## src/rtl/rpn_pkg.sv

```systemverilog
// Shared constants and types for the RPN evaluator: ASCII codes, FSM states, error codes.
package rpn_pkg;
    localparam logic [7:0] CH_0   = 8'h30;
    localparam logic [7:0] CH_9   = 8'h39;
    localparam logic [7:0] CH_ADD = 8'h2B;
    localparam logic [7:0] CH_SUB = 8'h2D;
    localparam logic [7:0] CH_MUL = 8'h2A;
    localparam logic [7:0] CH_DIV = 8'h2F;
    localparam logic [7:0] CH_EQ  = 8'h3D;
    localparam logic [7:0] CH_SP  = 8'h20;

    typedef enum logic [2:0] {ST_IDLE, ST_EXEC, ST_DIV, ST_OUT, ST_ERR} state_t;

    typedef enum logic [1:0] {
        ERR_NONE  = 2'd0,
        ERR_UNDER = 2'd1,
        ERR_OVER  = 2'd2,
        ERR_ILL   = 2'd3
    } err_t;

    function automatic logic is_digit(input logic [7:0] c);
        return (c >= CH_0) && (c <= CH_9);
    endfunction
endpackage

```

## src/rtl/rpn_eval_if.sv

```systemverilog
// Character-in / result-out handshake bundle between the evaluator and its neighbours.
interface rpn_eval_if #(parameter int W = 16);
    logic         IN_STB;
    logic [7:0]   IN_CHAR;
    logic         IN_ACK;
    logic         RES_STB;
    logic [W-1:0] RES_DATA;
    logic         RES_ERR;
    logic [1:0]   ERR_CODE;
    logic         RES_ACK;

    modport master (output IN_STB, IN_CHAR, RES_ACK,
                    input  IN_ACK, RES_STB, RES_DATA, RES_ERR, ERR_CODE);
    modport slave  (input  IN_STB, IN_CHAR, RES_ACK,
                    output IN_ACK, RES_STB, RES_DATA, RES_ERR, ERR_CODE);
endinterface

```

## src/rtl/rpn_div.sv

```systemverilog
// Sequential restoring signed divider: magnitudes divided over W cycles, sign applied to the quotient.
module rpn_div #(parameter int W = 16) (
    input  logic         CLK,
    input  logic         RST,
    input  logic         start,
    input  logic [W-1:0] a,
    input  logic [W-1:0] b,
    output logic         busy,
    output logic         done,
    output logic [W-1:0] q
);
    localparam int CW = $clog2(W + 1);

    logic [CW-1:0] cnt;
    logic [W-1:0]  rem, quo, dvs;
    logic          neg;
    logic [W:0]    rem_sh, diff;

    assign rem_sh = {rem, quo[W-1]};
    assign diff   = rem_sh - {1'b0, dvs};

    always_ff @(posedge CLK) begin
        if (RST) begin
            cnt  <= '0;
            done <= 1'b0;
            rem  <= '0;
            quo  <= '0;
            dvs  <= '0;
            neg  <= 1'b0;
        end else begin
            done <= 1'b0;
            if (start) begin
                cnt <= CW'(W);
                rem <= '0;
                quo <= a[W-1] ? -a : a;
                dvs <= b[W-1] ? -b : b;
                neg <= a[W-1] ^ b[W-1];
            end else if (cnt != '0) begin
                cnt  <= cnt - CW'(1);
                done <= (cnt == CW'(1));
                // A borrow out of the trial subtraction means the divisor did not fit.
                if (!diff[W]) begin
                    rem <= diff[W-1:0];
                    quo <= {quo[W-2:0], 1'b1};
                end else begin
                    rem <= rem_sh[W-1:0];
                    quo <= {quo[W-2:0], 1'b0};
                end
            end
        end
    end

    assign busy = (cnt != '0);
    // |MIN| is representable as an unsigned magnitude, so MIN / -1 naturally returns MIN.
    assign q    = neg ? -quo : quo;
endmodule

```

## src/rtl/rpn_eval.sv

```systemverilog
// Postfix evaluator with a private operand stack; emits one result or error code per '='.
// Define RPN_DIV_EN to build the divider and support '/'; otherwise '/' is an illegal character.
module rpn_eval
    import rpn_pkg::*;
#(
    parameter int W     = 16,
    parameter int DEPTH = 8
) (
    input  logic                       CLK,
    input  logic                       RST,
    rpn_eval_if.slave                  bus,
    output logic                       BUSY,
    output logic [$clog2(DEPTH+1)-1:0] STK_LVL
);
    localparam int AW = $clog2(DEPTH);
    localparam int LW = $clog2(DEPTH + 1);

    state_t                  state, state_d;
    logic [DEPTH-1:0][W-1:0] stk;
    logic [LW-1:0]           lvl, lvl_m1, lvl_m2;
    logic [W-1:0]            stk_a, stk_b, alu, wr_val, res_val, res_data;
    logic [7:0]              op;
    err_t                    err_code, err_val;
    logic                    res_err, res_err_d;
    logic                    acc, push, wr_a, do_clear, res_load, err_set, op_ld, ack_res;
    logic                    div_start, div_done, div_busy;
    logic [W-1:0]            div_q;

    assign acc    = bus.IN_STB && bus.IN_ACK;
    assign lvl_m1 = lvl - LW'(1);
    assign lvl_m2 = lvl - LW'(2);
    assign stk_b  = stk[lvl_m1[AW-1:0]];
    assign stk_a  = stk[lvl_m2[AW-1:0]];

    always_comb begin
        case (op)
            CH_ADD:  alu = stk_a + stk_b;
            CH_SUB:  alu = stk_a - stk_b;
            default: alu = stk_a * stk_b;
        endcase
    end

`ifdef RPN_DIV_EN
    rpn_div #(.W(W)) u_div (
        .CLK   (CLK),
        .RST   (RST),
        .start (div_start),
        .a     (stk_a),
        .b     (stk_b),
        .busy  (div_busy),
        .done  (div_done),
        .q     (div_q)
    );
`else
    assign div_busy = 1'b0;
    assign div_done = 1'b0;
    assign div_q    = '0;
`endif

    always_ff @(posedge CLK) begin
        if (RST) state <= ST_IDLE;
        else     state <= state_d;
    end

    always_comb begin
        state_d   = state;
        push      = 1'b0;
        wr_a      = 1'b0;
        wr_val    = alu;
        do_clear  = 1'b0;
        res_load  = 1'b0;
        res_val   = '0;
        res_err_d = 1'b0;
        err_set   = 1'b0;
        err_val   = ERR_NONE;
        op_ld     = 1'b0;
        div_start = 1'b0;
        ack_res   = 1'b0;
        case (state)
            ST_IDLE: if (acc) begin
                if (is_digit(bus.IN_CHAR)) begin
                    if (lvl == LW'(DEPTH)) begin
                        state_d = ST_ERR; err_set = 1'b1; err_val = ERR_OVER;
                    end else begin
                        push = 1'b1;
                    end
                end else begin
                    case (bus.IN_CHAR)
                        CH_SP: ;
                        CH_ADD, CH_SUB, CH_MUL:
                            if (lvl < LW'(2)) begin
                                state_d = ST_ERR; err_set = 1'b1; err_val = ERR_UNDER;
                            end else begin
                                state_d = ST_EXEC; op_ld = 1'b1;
                            end
`ifdef RPN_DIV_EN
                        CH_DIV:
                            if (lvl < LW'(2)) begin
                                state_d = ST_ERR; err_set = 1'b1; err_val = ERR_UNDER;
                            end else if (stk_b == '0) begin
                                state_d = ST_ERR; err_set = 1'b1; err_val = ERR_ILL;
                            end else begin
                                state_d = ST_DIV; div_start = 1'b1;
                            end
`endif
                        CH_EQ:
                            if (lvl == LW'(1)) begin
                                state_d  = ST_OUT;
                                res_load = 1'b1;
                                res_val  = stk_b;
                                do_clear = 1'b1;
                            end else begin
                                state_d = ST_ERR;
                                err_set = 1'b1;
                                err_val = (lvl == '0) ? ERR_UNDER : ERR_OVER;
                            end
                        default: begin
                            state_d = ST_ERR; err_set = 1'b1; err_val = ERR_ILL;
                        end
                    endcase
                end
            end
            ST_EXEC: begin
                wr_a    = 1'b1;
                state_d = ST_IDLE;
            end
`ifdef RPN_DIV_EN
            ST_DIV: if (div_done) begin
                wr_a    = 1'b1;
                wr_val  = div_q;
                state_d = ST_IDLE;
            end
`endif
            ST_OUT: if (bus.RES_ACK) begin
                ack_res = 1'b1;
                state_d = ST_IDLE;
            end
            // The error code stays as latched on entry; everything up to '=' is swallowed.
            ST_ERR: if (acc && bus.IN_CHAR == CH_EQ) begin
                state_d   = ST_OUT;
                res_load  = 1'b1;
                res_err_d = 1'b1;
                do_clear  = 1'b1;
            end
            default: state_d = ST_IDLE;
        endcase
    end

    always_ff @(posedge CLK) begin
        if (RST) begin
            lvl      <= '0;
            op       <= '0;
            res_data <= '0;
            res_err  <= 1'b0;
            err_code <= ERR_NONE;
        end else begin
            if (push) begin
                stk[lvl[AW-1:0]] <= W'(bus.IN_CHAR - CH_0);
                lvl              <= lvl + LW'(1);
            end
            if (wr_a) begin
                stk[lvl_m2[AW-1:0]] <= wr_val;
                lvl                 <= lvl_m1;
            end
            if (do_clear) lvl <= '0;
            if (op_ld)    op  <= bus.IN_CHAR;
            if (err_set)  err_code <= err_val;
            if (res_load) begin
                res_data <= res_val;
                res_err  <= res_err_d;
            end
            if (ack_res) begin
                res_err  <= 1'b0;
                err_code <= ERR_NONE;
            end
        end
    end

    always_comb begin
        bus.IN_ACK   = !RST && (state == ST_IDLE || state == ST_ERR);
        bus.RES_STB  = (state == ST_OUT);
        bus.RES_DATA = res_data;
        bus.RES_ERR  = res_err;
        bus.ERR_CODE = err_code;
        BUSY         = (state != ST_IDLE && state != ST_ERR) || div_busy;
        STK_LVL      = lvl;
    end
endmodule

```

## src/flat_wrapper.sv

```systemverilog
// flat-port wrapper written by rule: the top's interface ports become plain ports
module rpn_eval_flat import rpn_pkg::*;
#(
    parameter int W     = 16,
    parameter int DEPTH = 8
)
  (CLK, RST, BUSY, STK_LVL, bus_IN_STB, bus_IN_CHAR, bus_RES_ACK, bus_IN_ACK, bus_RES_STB, bus_RES_DATA, bus_RES_ERR, bus_ERR_CODE);
  rpn_eval_if #(.W(W)) bus_i ();
  input  logic CLK;
  input  logic RST;
  output logic BUSY;
  output logic [$clog2(DEPTH+1)-1:0] STK_LVL;
  input wire logic [$bits(bus_i.IN_STB)-1:0] bus_IN_STB;
  input wire logic [$bits(bus_i.IN_CHAR)-1:0] bus_IN_CHAR;
  input wire logic [$bits(bus_i.RES_ACK)-1:0] bus_RES_ACK;
  output wire logic [$bits(bus_i.IN_ACK)-1:0] bus_IN_ACK;
  output wire logic [$bits(bus_i.RES_STB)-1:0] bus_RES_STB;
  output wire logic [$bits(bus_i.RES_DATA)-1:0] bus_RES_DATA;
  output wire logic [$bits(bus_i.RES_ERR)-1:0] bus_RES_ERR;
  output wire logic [$bits(bus_i.ERR_CODE)-1:0] bus_ERR_CODE;
  assign bus_i.IN_STB = bus_IN_STB;
  assign bus_i.IN_CHAR = bus_IN_CHAR;
  assign bus_i.RES_ACK = bus_RES_ACK;
  assign bus_IN_ACK = bus_i.IN_ACK;
  assign bus_RES_STB = bus_i.RES_STB;
  assign bus_RES_DATA = bus_i.RES_DATA;
  assign bus_RES_ERR = bus_i.RES_ERR;
  assign bus_ERR_CODE = bus_i.ERR_CODE;
  rpn_eval #(.W(W), .DEPTH(DEPTH)) u_core (.CLK(CLK), .RST(RST), .bus(bus_i), .BUSY(BUSY), .STK_LVL(STK_LVL));
endmodule
```

## config.mk

```make
export PLATFORM = sky130hd
export DESIGN_NAME = rpn_eval_flat
export DESIGN_NICKNAME = d
export VERILOG_FILES = /design/src/rtl/rpn_pkg.sv /design/src/rtl/rpn_eval_if.sv /design/src/rtl/rpn_div.sv /design/src/rtl/rpn_eval.sv /design/src/flat_wrapper.sv
export SDC_FILE = /design/constraint.sdc
export NUM_CORES = 1
export LEC_CHECK = 0
export CAP_MARGIN = 5
export CORE_UTILIZATION = 30
export DETAILED_ROUTE_END_ITERATION = 7
export GPL_ROUTABILITY_DRIVEN = 0
export GPL_TIMING_DRIVEN = 0
export PLACE_DENSITY = 0.49
export REMOVE_ABC_BUFFERS = 1
export SYNTH_ARGS = -nofsm -noshare
export SYNTH_HDL_FRONTEND = slang
export SYNTH_SLANG_ARGS = --single-unit
```

## constraint.sdc

```tcl
create_clock -name CLK -period 26 [get_ports CLK]
set_input_delay 2.6 -clock CLK [delete_from_list [all_inputs] [get_ports CLK]]
set_output_delay 2.6 -clock CLK [all_outputs]
set_load 0.02 [all_outputs]
```

# == After elaboration in Yosys (flattened, before gate mapping) ==
# Index checks and enable logic that the tools add are counted.
# op_classes
n_addsub,6
mul,1
n_div,0
n_lt_le_gt_ge,8
eq_ne,18
shifts,0
muxes,64
bitwise_logic,0
reduce_logical,17
# op_table
cell,n
128-bit 2-to-1 mux,3
128-bit bitwise mux,2
16-bit 2-to-1 mux,9
16-bit binary-select mux with 3-bit select,2
16-bit demux with 3-bit select,2
"8-bit by 6-bit equality test with 1-bit output, second input constant",7
16-bit one-hot mux with 2 select lines,1
1-bit 2-to-1 mux,25
3-bit 2-to-1 mux,7
3-bit one-hot mux with 3 select lines,2
16-bit adder,1
16-bit by 16-bit multiplier with 16-bit output,1
16-bit subtractor,1
"3-bit by 4-bit less-than comparator with 1-bit output, second input constant",3
2-bit 2-to-1 mux,6
"8-bit by 6-bit subtractor with 9-bit output, second input constant",1
"8-bit by 6-bit >= comparator with 1-bit output, second input constant",1
"8-bit by 6-bit less-or-equal comparator with 1-bit output, second input constant",1
4-bit 2-to-1 mux,2
1-bit logical AND,7
"3-bit by 1-bit >= comparator with 1-bit output, second input constant",2
"3-bit != test, second input constant",2
2-bit one-hot mux with 3 select lines,1
5-bit AND reduction,1
22 further kinds,24
# totals
ff_bits,162
latch_bits,0
mem_bits_rw,0
mem_bits_ro,0
out_inout_bits,26
word_cells,128
mem_count,0

# == Longest topological paths before layout ==
# Gate-level depths: netlist of run 1.
# logic_depth
depth_word,10
ltp_mapped,35
mapped_depth_nobuf,27

# == Worst setup path before layout of run 1 ==
# Ideal clock, no wire load.
# synth_path
path_type,register to register
from,register u_core.lvl[1] (netlist: u_core.STK_LVL[1])
to,register u_core.stk[127] (netlist name) (data pin)
t_arrival_ps,8065
required_time_ps,25733
path_slack_ps,17668
stages_incl_launch_ff,31
n_path_buf,8
path_cell_list,dfxtp_1 > buf_4 > buf_4 > buf_2 > buf_2 > inv_1 > ha_1 > buf_4 > buf_4 > buf_2 > mux4_2 > mux2i_1 > clkbuf_1 > or2_2 > fa_1 > fa_1 > inv_1 > fa_1 > fa_1 > inv_1 > fa_1 > fa_1 > xor2_1 > xnor2_1 > xnor2_1 > xnor2_1 > xnor2_2 > xnor3_2 > xnor2_2 > mux2i_4 > a21oi_2
# synth_between
elab_chain_cells,9
# synth_lines
element,line,source
"start, declared",rpn_eval.sv:20,"logic [LW-1:0] lvl, lvl_m1, lvl_m2;"
"start signal, assigned",rpn_eval.sv:159,lvl <= lvl + LW'(1);
"start signal, assigned",rpn_eval.sv:163,lvl <= lvl_m1;
branches (longest 8 deep; another with 16-bit by 16-bit multiplier with 16-bit output),--,
128-bit 2-to-1 mux *,rpn_eval.sv:161,if (wr_a) begin
"end signal, assigned by index",rpn_eval.sv:158,stk[lvl[AW-1:0]] <= W'(bus.IN_CHAR - CH_0);
"end signal, assigned by index",rpn_eval.sv:162,stk[lvl_m2[AW-1:0]] <= wr_val;
"end, declared",rpn_eval.sv:19,logic [DEPTH-1:0][W-1:0] stk;
# Every way passes the cells marked *. The select of a mux whose other input is x is not followed.
# A chain may end at the register's enable or synchronous reset.

# == Final worst setup path of run 1 ==
# layout_path
from,register u_core.lvl[0] (netlist: u_core.STK_LVL[0])
to,register u_core.stk[13] (netlist name) (data pin)
# The elaborated chain is that of the path after synthesis.

==> impl_results.md, run 1 <==
- Status: completed
- Buf/Inv on CP: 6
- DR DRC count: 0
- Synth Cell Area: around 0.015 mm²
- R2R depth: 23
- Port Buffers: 37
- RSZ-0062 raised after global routing: false
- Core ar.: 0.04915 mm²
- Layout area overhead: 11.06%
- Starting Density: between 30% and 40%
- Synthesized area per cell: 9.887 µm²
- Hold buffer count at CTS: 0
- Crit-path slowest cell: mux2i_1
- CTS Buffer Depth: 2
- Slew Viols, Final: 0
- Yosys cell types: 69
- Yosys reg bits: between 150 and 200
- Final Skew: between 0.01 and 0.015 ns
- Commonest non-fill, non-tap cells in the layout: 172 x nand2_1, 144 x inv_1, 135 x nor2_1
- WL/cell: between 20 and 25 µm
- Leading cell type in the layout, fill and taps excluded: nand2_1
- CP Class: reg -> reg
- Initial drt markers: just over 800
- Vias per cell: between 5 and 6
- Post-route ant nets: 0
- Most used cell, CP: fa_1
- Die area: 0.05089 mm²
- Clock Sinks: ~160
- Slew margin rel.: 6.376%
- Die Ht: 225.6 µm
- Clock Latency Late Sink: around 0.45 ns
- Num CTS Buffers: 17
- Global-route wire length before repair: 72140 µm
- GRT Total Usage: between 10% and 20%
- Vias in the first global route: around 12000
- Setup Viol. Count Final: 0
- Antenna cells: 0
- Fmax: about 0.11 GHz
- Vias: 11510
- Final hold violations: 0
- HP Class: reg -> reg
- Max Fanout on Critical Path: between 40 and 50
- Clock transition at the registers of the reported paths: ~0.060 ns
- Worst Path Required: between 20 and 30 ns
- # H-tree levels: 4
- EDFF count, synth: between 100 and 150
- Worst Setup End Kind: flip-flop
- FFs w/ async S/R, synth: 0%
- Clk root buf: clkbuf_16
- Crit path depth: 23
- Postcts setup bufs: 0
- Sequential share of the synthesized area: slightly above 30%
- Die X: 225.6 µm
- Drt pass-1 iters: 5
- TritonCTS clock tree: built
- Synth warnings: 0
- WP data arrival: between 9 and 10 ns
- Largest net degree at the start of global routing: 68
- Tmin final: approximately 8.9 ns
- Gate count of the mapped netlist: 1517
- R2r setup slk: between 15 and 20 ns
- Worst reg2reg path endpoint: u_core.stk[13]
- Worst-path cell chain: inv_1, ha_2, buf_12, mux4_1, mux2i_1, nor2_1, fa_1, inv_1, fa_1, fa_1, fa_1, inv_1, fa_1, inv_1, fa_1, inv_1, ha_1, a21o_1, nand2_1, and3b_1, xnor2_1, mux2i_1, a21oi_1
- Top_reg_cell synth: edfxtp_1
- Initial antenna violation count: 0
- CP Capture Point: u_core.stk[13]
- Nets: about 1700
- CP startpoint kind: flip-flop
- Max-capacitance violation count: 0
- Remaining Overflow, GRT: 0
- Share of layout cells above drive strength 1: about an eighth
- Hpwl dp: 33090 µm
- Critical Path Source: u_core.STK_LVL[0]
- Worst r2r src: u_core.STK_LVL[0]
- CP max stage delay: between 0.9 and 1 ns
- Slew at the pin closest to its max-slew limit: roughly 1.4 ns
- Resize count post-CTS: 0
- Family with the most delay on the worst path: adder cells
- Fin Setup TNS: 0 ns
- Tcrit/Tclk final: 34.32%
- Number of I/O pins: 38
- Routed WL: approximately 47000 µm
- Row cnt: between 80 and 90
final cells by class:
cell class	count	area, µm²
fillers	4994	32500
multi-input cells	1112	9482
flip-flops and latches	162	4529
well taps	664	830.8
repair buffers	54	673.1
inverters	150	568.0
clock buffers	25	529.3
clock inverters	7	45.04
flip-flops by register name (all words and copies together) (netlist names):
signal / cells
u_core.STK_LVL: 4
u_core.bus.ERR_CODE: 2
u_core.bus.RES_DATA: 16
u_core.bus.RES_ERR: 1
u_core.op: 8
u_core.state: 3
u_core.stk: 128
metal layers:
layer / vias up / part of all wire [%] / GRT usage [%]
met2: 328 / 48 / 31.72
li1: 5311 / - / -
met4: 0 / 2.2 / 5.684
met3: 58 / 5.3 / 2.953
met1: 5811 / 44 / 25.48
met5: - / 0 / 0
logic make-up after synthesis:
| kind of cell | share of synthesized area (%) |
|---|---|
| AND/OR/NAND/NOR | 11.72 |
| AO/OA/AOI/OAI | 13.62 |
| buffers and inverters | 6.916 |
| flip-flops | 30.17 |
| adder cells (fa/ha/maj) | 17.24 |
| multiplexers | 15.87 |
| XOR/XNOR | 4.471 |
per-stage QoR:
stage / hold WS, ns / utilization, % / worst slack, ns / std cells / instance area, µm²
after floorplan: 0.4194 / - / 15.15 / 1424 / 14520
after global placement: 0.4341 / 31.99 / 11.45 / 2125 / 15730
after detailed placement: 0.4383 / 32.54 / 17.11 / 2138 / 16000
after CTS: 0.4484 / 33.71 / 17.08 / 2170 / 16570
after global routing: 0.4746 / 33.89 / 16.68 / 2174 / 16660
final: 0.4491 / 33.89 / 17.08 / 2174 / 16660
tightest hold or removal path: stages, from the launching register on:
cell     delay (ns)
dfxtp_1        0.31
inv_1          0.05
a21oi_1        0.05
cells in the mapped netlist, types with 10 or more instances:
library cell	count	area, µm²
clkbuf_1	68	255.2
inv_1	145	544.3
fa_1	81	1622
a21oi_1	108	540.5
nor3_1	14	70.07
and3_1	18	112.6
xor2_1	12	105.1
o21ai_0	89	445.4
a31oi_1	14	87.58
dfxtp_1	34	680.7
a211oi_1	76	570.6
mux2i_1	58	580.6
or2_2	14	87.58
nand2_1	172	645.6
edfxtp_1	128	3844
ha_1	77	963.4
xnor2_1	50	437.9
mux2i_4	10	225.2
mux4_2	62	1396
nor2_1	135	506.7
how the worst min path moves through the flow:
stage	start	to	slack (ns)	depth (start not counted)
after floorplan	u_core.op[3]	u_core.op[3]	0.42	2
after global routing	u_core.op[3]	u_core.op[3]	0.47	2
after CTS	u_core.op[3]	u_core.op[3]	0.45	2
after global placement	u_core.op[3]	u_core.op[3]	0.43	2
final	u_core.op[3]	u_core.op[3]	0.45	2
after detailed placement	u_core.op[3]	u_core.op[3]	0.44	2
Power of run 1 is left out: the tool's default activity adds up to more than one toggle a clock period on the data nets, which glitch-free logic cannot reach.
==> inputs of run 2 (changes only) <==
--- a/config.mk
+++ b/config.mk
@@ -10,7 +10,7 @@
 export DETAILED_ROUTE_END_ITERATION = 7
 export GPL_ROUTABILITY_DRIVEN = 0
 export GPL_TIMING_DRIVEN = 0
-export PLACE_DENSITY = 0.49
+export PLACE_DENSITY = 0.5
 export REMOVE_ABC_BUFFERS = 1
 export SYNTH_ARGS = -nofsm -noshare
 export SYNTH_HDL_FRONTEND = slang
==> constraint.sdc (replaced) <==
create_clock -name CLK -period 7.5 [get_ports CLK]
set_input_delay 0.75 -clock CLK [delete_from_list [all_inputs] [get_ports CLK]]
set_output_delay 0.75 -clock CLK [all_outputs]
set_load 0.02 [all_outputs]
==> run 2 against run 1 <==
  * Fmax grew 20%
  * Hold slack improved by 0.0026 ns
  * Sequential share of layout area is 0.93 points lower
  * Critical path depth is 2 higher
  * Global-route usage grew 0.93 points
  * Design area increased by 3.7%
  * Final cell count grew 1.4%
  * Clock skew is 0.012 ns higher
  * Critical path type unchanged
==> impl_results.md, run 2 (synthesis gave the netlist of run 1 again) <==
- Number of I/O pins: 38 (unchanged)
- # H-tree levels: 4 (unchanged)
- Worst Setup End Kind: flip-flop
- Max Fanout on Critical Path: 11 (-74%)
- Setup Viol. Count Final: 0 (unchanged)
- Vias in the first global route: 11640 (+0.37%)
- Max FFs per register: 128 (unchanged)
- WP data arrival: 7.61 ns (-1.45 ns)
- Clock Sinks: 162 (unchanged)
- Finished Layout Cells: 2204 (+1.4%)
- Layout area overhead: 15.13%
- Slew margin rel.: 6.160% (-0.22 points)
- Share of layout cells above drive strength 1: 14.42% (+2.4 points)
- Vias: 11830 (+2.8%)
- RSZ-0062 raised after global routing: true
- HP Class: reg -> reg
- Initial drt markers: 1200 (+47%)
- Starting Density: 30.51% (unchanged)
- DR DRC count: 0 (unchanged)
- Setup WS pre-CTS: -1.336 ns (-18.44 ns)
- Worst r2r src: u_core.STK_LVL[1]
- Clock transition at the registers of the reported paths: 0.07 ns (about the same)
- CP Class: reg -> reg
- GRT Total Usage: 20.00% (+0.93 points)
- PnR worst setup slack: 0.08371 ns (-16.99 ns)
- CP startpoint kind: flip-flop
- Die Ht: 225.6 µm (unchanged)
- Critical Path Source: u_core.STK_LVL[1]
- Final hold violations: 0 (unchanged)
- Hpwl dp: 33970 µm (+2.7%)
- Row cnt: 81 (unchanged)
- Status: completed
- Hold buffer count at CTS: 0 (unchanged)
- Core ar.: 0.04915 mm² (unchanged)
- CTS Buffer Depth: 2 (unchanged)
- Largest net degree at the start of global routing: 70 (+2.9%)
- Placed Cells: 2146 (+0.37%)
- TritonCTS clock tree: built
- Tcrit/Tclk final: 98.88% (+65 points)
- Post-route ant nets: 0 (unchanged)
- Drt pass-1 iters: 5 (unchanged)
- Worst Path Required: 7.70 ns (-18.44 ns)
- Slew Viols, Final: 0 (unchanged)
- Tmin final: 7.416 ns (-1.507 ns)
- Clk root buf: clkbuf_16
- Final Skew: 0.02575 ns (+0.01248 ns)
- Fmax: 0.1348 GHz (+20%)
- Number of fill cells: 4976 (-0.36%)
- Max-capacitance violation count: 0 (unchanged)
- Clock Latency Late Sink: 0.47 ns (+0.02 ns)
- Die area: 0.05089 mm² (unchanged)
- Commonest non-fill, non-tap cells in the layout: 172 x nand2_1, 143 x inv_1, 135 x nor2_1
- Port Buffers: 37 (unchanged)
- Remaining Overflow, GRT: 0 (unchanged)
- Hold_ws: 0.4517 ns (+0.002626 ns)
- Vias per cell: 5.367 (+1.4%)
- Initial antenna violation count: 1 (+1)
- Area of the multi-input gates: 0.009582 mm² (+1.1%)
- Die X: 225.6 µm (unchanged)
- WL/cell: 22.49 µm (+3.7%)
- FF/Latch Area: 0.004536 mm² (+0.14%)
- Leading cell type in the layout, fill and taps excluded: nand2_1
- HP Start: u_core.op[3]
- Nets: 1697 (+1.8%)
- Routed WL: 49570 µm (+5.1%)
- Num CTS Buffers: 17 (unchanged)
- Global-route wire length before repair: 74400 µm (+3.1%)
- Slew at the pin closest to its max-slew limit: 1.404 ns (+0.003220 ns)
==> run 2: changes by cell type in the layout (fill, tap and decap cells not counted), moves of 3 or more <==
| cell | delta |
|---|---|
| buf_12 | +5 |
| clkinvlp_4 | +3 |
| clkbuf_1 | -3 |
| bufinv_16 | +4 |
| buf_16 | +4 |
| mux2i_1 | -6 |
| and3_2 | -3 |
| buf_4 | +11 |
| mux2i_4 | +5 |
| buf_8 | +4 |
| buf_6 | +3 |
| and3_1 | +3 |
==> run 2: path summary, 6_finish.rpt <==
check                        end  cells past startpoint  slack (ns)
hold / removal      u_core.op[3]                      2        0.45
setup reg to reg  u_core.stk[95]                     25        0.08
setup / recovery  u_core.stk[95]                     25        0.08
hold reg to reg     u_core.op[3]                      2        0.45
==> run 2: stage by stage <==
step                TNS (ns)  area [µm²]  util, %
finish                     0       17270    35.13
detailed placement    -48.22       16170    32.90
floorplan            -210.42       14520        -
global route         -0.9129       17270    35.13
global placement     -648.92       15730    31.99
CTS                        0       17080    34.75
==> run 2: timing repair <==
item	4_1_cts	5_1_grt
pin swaps	2	1
buffers inserted	15	6
cloned	1	1
setup endpoints to repair	64	40
resized for setup	21	10
==> run 2: worst max-delay path, cell delays in order (launching register included) <==
cell and delay [ns]:
dfxtp_4 0.36, clkinvlp_4 0.14, ha_4 0.36, buf_12 0.14, mux4_2 0.54, mux2i_4 0.33
buf_6 0.24, or2_2 0.14, fa_1 0.43, fa_1 0.51, inv_1 0.06, fa_1 0.48
fa_1 0.54, inv_1 0.05, fa_1 0.47, fa_1 0.44, xor2_1 0.23, xnor2_1 0.17
xnor2_1 0.18, xnor2_2 0.17, xnor2_2 0.16, xnor3_2 0.40, xnor2_2 0.19, mux2i_4 0.18
buf_12 0.17, a21oi_2 0.05
==> run 2: final cells by class <==
cell class                      count  area share, %
Sequential cell                   162          26.27
Antenna cell                        1        0.01449
Clock buffer                       18          2.485
Inverter                          150          3.355
Tap cell                          664          4.811
Timing Repair Buffer               84          6.514
Multi-Input combinational cell   1112          55.49
Clock inverter                     13          1.065
==> run 2: metal layers <==
| layer | track usage (%) | wire length, µm | up-vias |
|---|---|---|---|
| met3 | 3.162 | 2833 | 59 |
| met1 | 27.39 | 22250 | 5973 |
| li1 | - | - | 5376 |
| met5 | 0 | 0 | - |
| met2 | 32.41 | 23300 | 420 |
| met4 | 5.969 | 1196 | 0 |
Power of run 2 is left out for the same reason.
==> inputs of run 3 (changes only) <==
--- a/config.mk
+++ b/config.mk
@@ -6,11 +6,12 @@
 export NUM_CORES = 1
 export LEC_CHECK = 0
 export CAP_MARGIN = 5
-export CORE_UTILIZATION = 30
+export CORE_UTILIZATION = 35
+export CTS_CLUSTER_DIAMETER = 200
 export DETAILED_ROUTE_END_ITERATION = 7
 export GPL_ROUTABILITY_DRIVEN = 0
 export GPL_TIMING_DRIVEN = 0
-export PLACE_DENSITY = 0.5
+export PLACE_DENSITY = 0.56
 export REMOVE_ABC_BUFFERS = 1
 export SYNTH_ARGS = -nofsm -noshare
 export SYNTH_HDL_FRONTEND = slang
==> run 3 against run 2 <==
  * Wire length fell by 5.4%
  * Fmax rose by 1.6%
  * Count of clock-buffer cells in the layout rose by 3
  * Final cell count fell by 5.5%
  * Die area fell by 14%
  * Global-route usage rose by 2.0 points
  * Flip-flop and latch count did not move
  * Non-clock buffer count rose by 4
  * Register-to-register slack improved by 0.12 ns
==> impl_results.md, run 3 (synthesis gave the netlist of run 1 again) <==
- Nets: 1701 (+0.24%)
- Remaining Overflow, GRT: 0 (unchanged)
- CP startpoint kind: flip-flop
- Die area: 0.04368 mm² (-14%)
- Status: completed
- HP Start: u_core.bus.RES_DATA[3]
- Final Skew: 0.009393 ns (-0.01635 ns)
- Routed WL: 46900 µm (-5.4%)
- Clock Latency Late Sink: 0.45 ns (-0.02 ns)
- Vias in the first global route: 11810 (+1.5%)
- Tmin final: 7.300 ns (-0.1162 ns)
- Setup Viol. Count Final: 0 (unchanged)
- Vias per cell: 5.710 (+6.4%)
- WL/cell: 22.52 µm (+0.11%)
- Num CTS Buffers: 17 (unchanged)
- R2R depth: 24 (-4.0%)
- Starting Density: 35.60% (+5.1 points)
- Global-route wire length before repair: 71950 µm (-3.3%)
- R2r setup slk: 0.20 ns (+0.12 ns)
- Slew margin rel.: 11.73% (+5.6 points)
- PnR worst setup slack: 0.2000 ns (+0.1162 ns)
- Initial antenna violation count: 0 (-1)
- Antenna cells: 0 (-1)
- GRT Total Usage: 21.97% (+2.0 points)
- Vias: 11890 (+0.56%)
- Largest net degree at the start of global routing: 86 (+23%)
- Clk root buf: clkbuf_16
- Core ar.: 0.04213 mm² (-14%)
- Initial drt markers: 921 (-23%)
- Leading cell type in the layout, fill and taps excluded: nand2_1
- Setup WS pre-CTS: -2.089 ns (-0.7524 ns)
- Die Ht: 209.0 µm (-7.4%)
- Worst reg2reg path endpoint: u_core.stk[127]
- Slew Viols, Final: 0 (unchanged)
- Fmax: 0.1370 GHz (+1.6%)
- DR DRC count: 0 (unchanged)
- Hold_ws: 0.4593 ns (+0.007580 ns)
- Fin Setup TNS: 0 ns (unchanged)
- TritonCTS clock tree: built
- Worst Setup End Kind: flip-flop
- Worst r2r src: u_core.STK_LVL[0]
- Share of layout cells above drive strength 1: 14.83% (+0.41 points)
- Number of I/O pins: 38 (unchanged)
- Hold Path End: u_core.bus.RES_DATA[3]
- Max Fanout on Critical Path: 56 (+45)
- Core Util, Final: 40.46% (+5.3 points)
- Drt pass-1 iters: 5 (unchanged)
- WHS Path Cells: 2 (unchanged)
- WP data arrival: 7.47 ns (-0.14 ns)
- HP Class: reg -> reg
- Hold buffer count at CTS: 0 (unchanged)
- Slew at the pin closest to its max-slew limit: 1.320 ns (-0.08325 ns)
- Clock transition at the registers of the reported paths: 0.07 ns (about the same)
- Final hold violations: 0 (unchanged)
- Tcrit/Tclk final: 97.33% (-1.5 points)
- Row cnt: 75 (-7.4%)
- Max-capacitance violation count: 0 (unchanged)
- CP Class: reg -> reg
- Die X: 209.0 µm (-7.4%)
- Max FFs per register: 128 (unchanged)
- Commonest non-fill, non-tap cells in the layout: 172 x nand2_1, 143 x inv_1, 135 x nor2_1
- # H-tree levels: 4 (unchanged)
- Port Buffers: 37 (unchanged)
- Clock Sinks: 162 (unchanged)
- Post-route ant nets: 0 (unchanged)
- CTS Buffer Depth: 2 (unchanged)
- Layout area overhead: 13.67%
- Hpwl dp: 32080 µm (-5.6%)
- Worst Path Required: 7.67 ns (-0.03 ns)
==> run 3: changes by cell type in the layout (fill, tap and decap cells not counted), moves of 3 or more <==
cell / change
buf_4: +10
clkinv_2: +7
mux2i_4: +4
bufinv_16: -4
mux2i_2: -6
inv_6: -3
buf_8: -3
==> run 3: layout make-up <==
type | count | area (µm²)
sequential | 162 | 4533
clock buffer | 21 | 474.2
inverter | 150 | 581.8
fill | 4053 | 25090
timing repair buffer | 88 | 1110
multi-input combinational | 1112 | 9615
clock inverter | 11 | 60.06
tap | 539 | 674.4
==> run 3: worst max-delay path by stage <==
stage	end	startpoint	slack, ns
CTS	u_core.stk[127]	u_core.STK_LVL[1]	0.002
finish	u_core.stk[127]	u_core.STK_LVL[0]	0.20
global route	u_core.stk[127]	u_core.STK_LVL[1]	-0.002
global placement	u_core.stk[127]	u_core.STK_LVL[0]	-6.61
floorplan	u_core.stk[127]	u_core.STK_LVL[0]	-3.35
detailed placement	u_core.stk[127]	u_core.STK_LVL[1]	-2.09
==> run 3: timing repair <==
| item | CTS | global route |
|---|---|---|
| resized for setup | 22 | 8 |
| setup buffers | 21 | 8 |
| pin swaps | 4 | 3 |
| cloned | 2 | 0 |
| endpoints found under the setup margin | 80 | 40 |
==> run 3: layer usage <==
metal  vias to the layer above  track usage, %  wire [µm]
li1                       5381               -          -
met1                      5909           28.97      19760
met2                       513           36.17      22340
met3                        91           3.351       3325
met4                         0           8.722       1471
met5                         -               0          0
==> run 3: critical path: stages (launching register included) <==
cell and delay, ns:
dfxtp_4 0.36, buf_4 0.14, buf_16 0.29, mux4_2 0.59, mux2i_4 0.52, inv_2 0.21, nand2_1 0.13, fa_1 0.45
fa_1 0.52, inv_1 0.06, fa_1 0.49, fa_1 0.49, inv_1 0.05, fa_1 0.47, fa_2 0.38, xor2_1 0.16
xnor2_1 0.14, xnor2_1 0.24, xnor2_2 0.17, xnor2_2 0.17, xnor3_2 0.33, xnor2_2 0.18, mux2i_4 0.18, buf_12 0.17
a21oi_2 0.06
==> run 3: stage by stage <==
| stage | cell area [µm²] | cells |
|---|---|---|
| global route | 17050 | 2083 |
| detailed placement | 15860 | 2014 |
| global placement | 15570 | 2000 |
| finish | 17050 | 2083 |
| CTS | 16790 | 2069 |
| floorplan | 14520 | 1424 |
Power of run 3 is left out for the same reason.
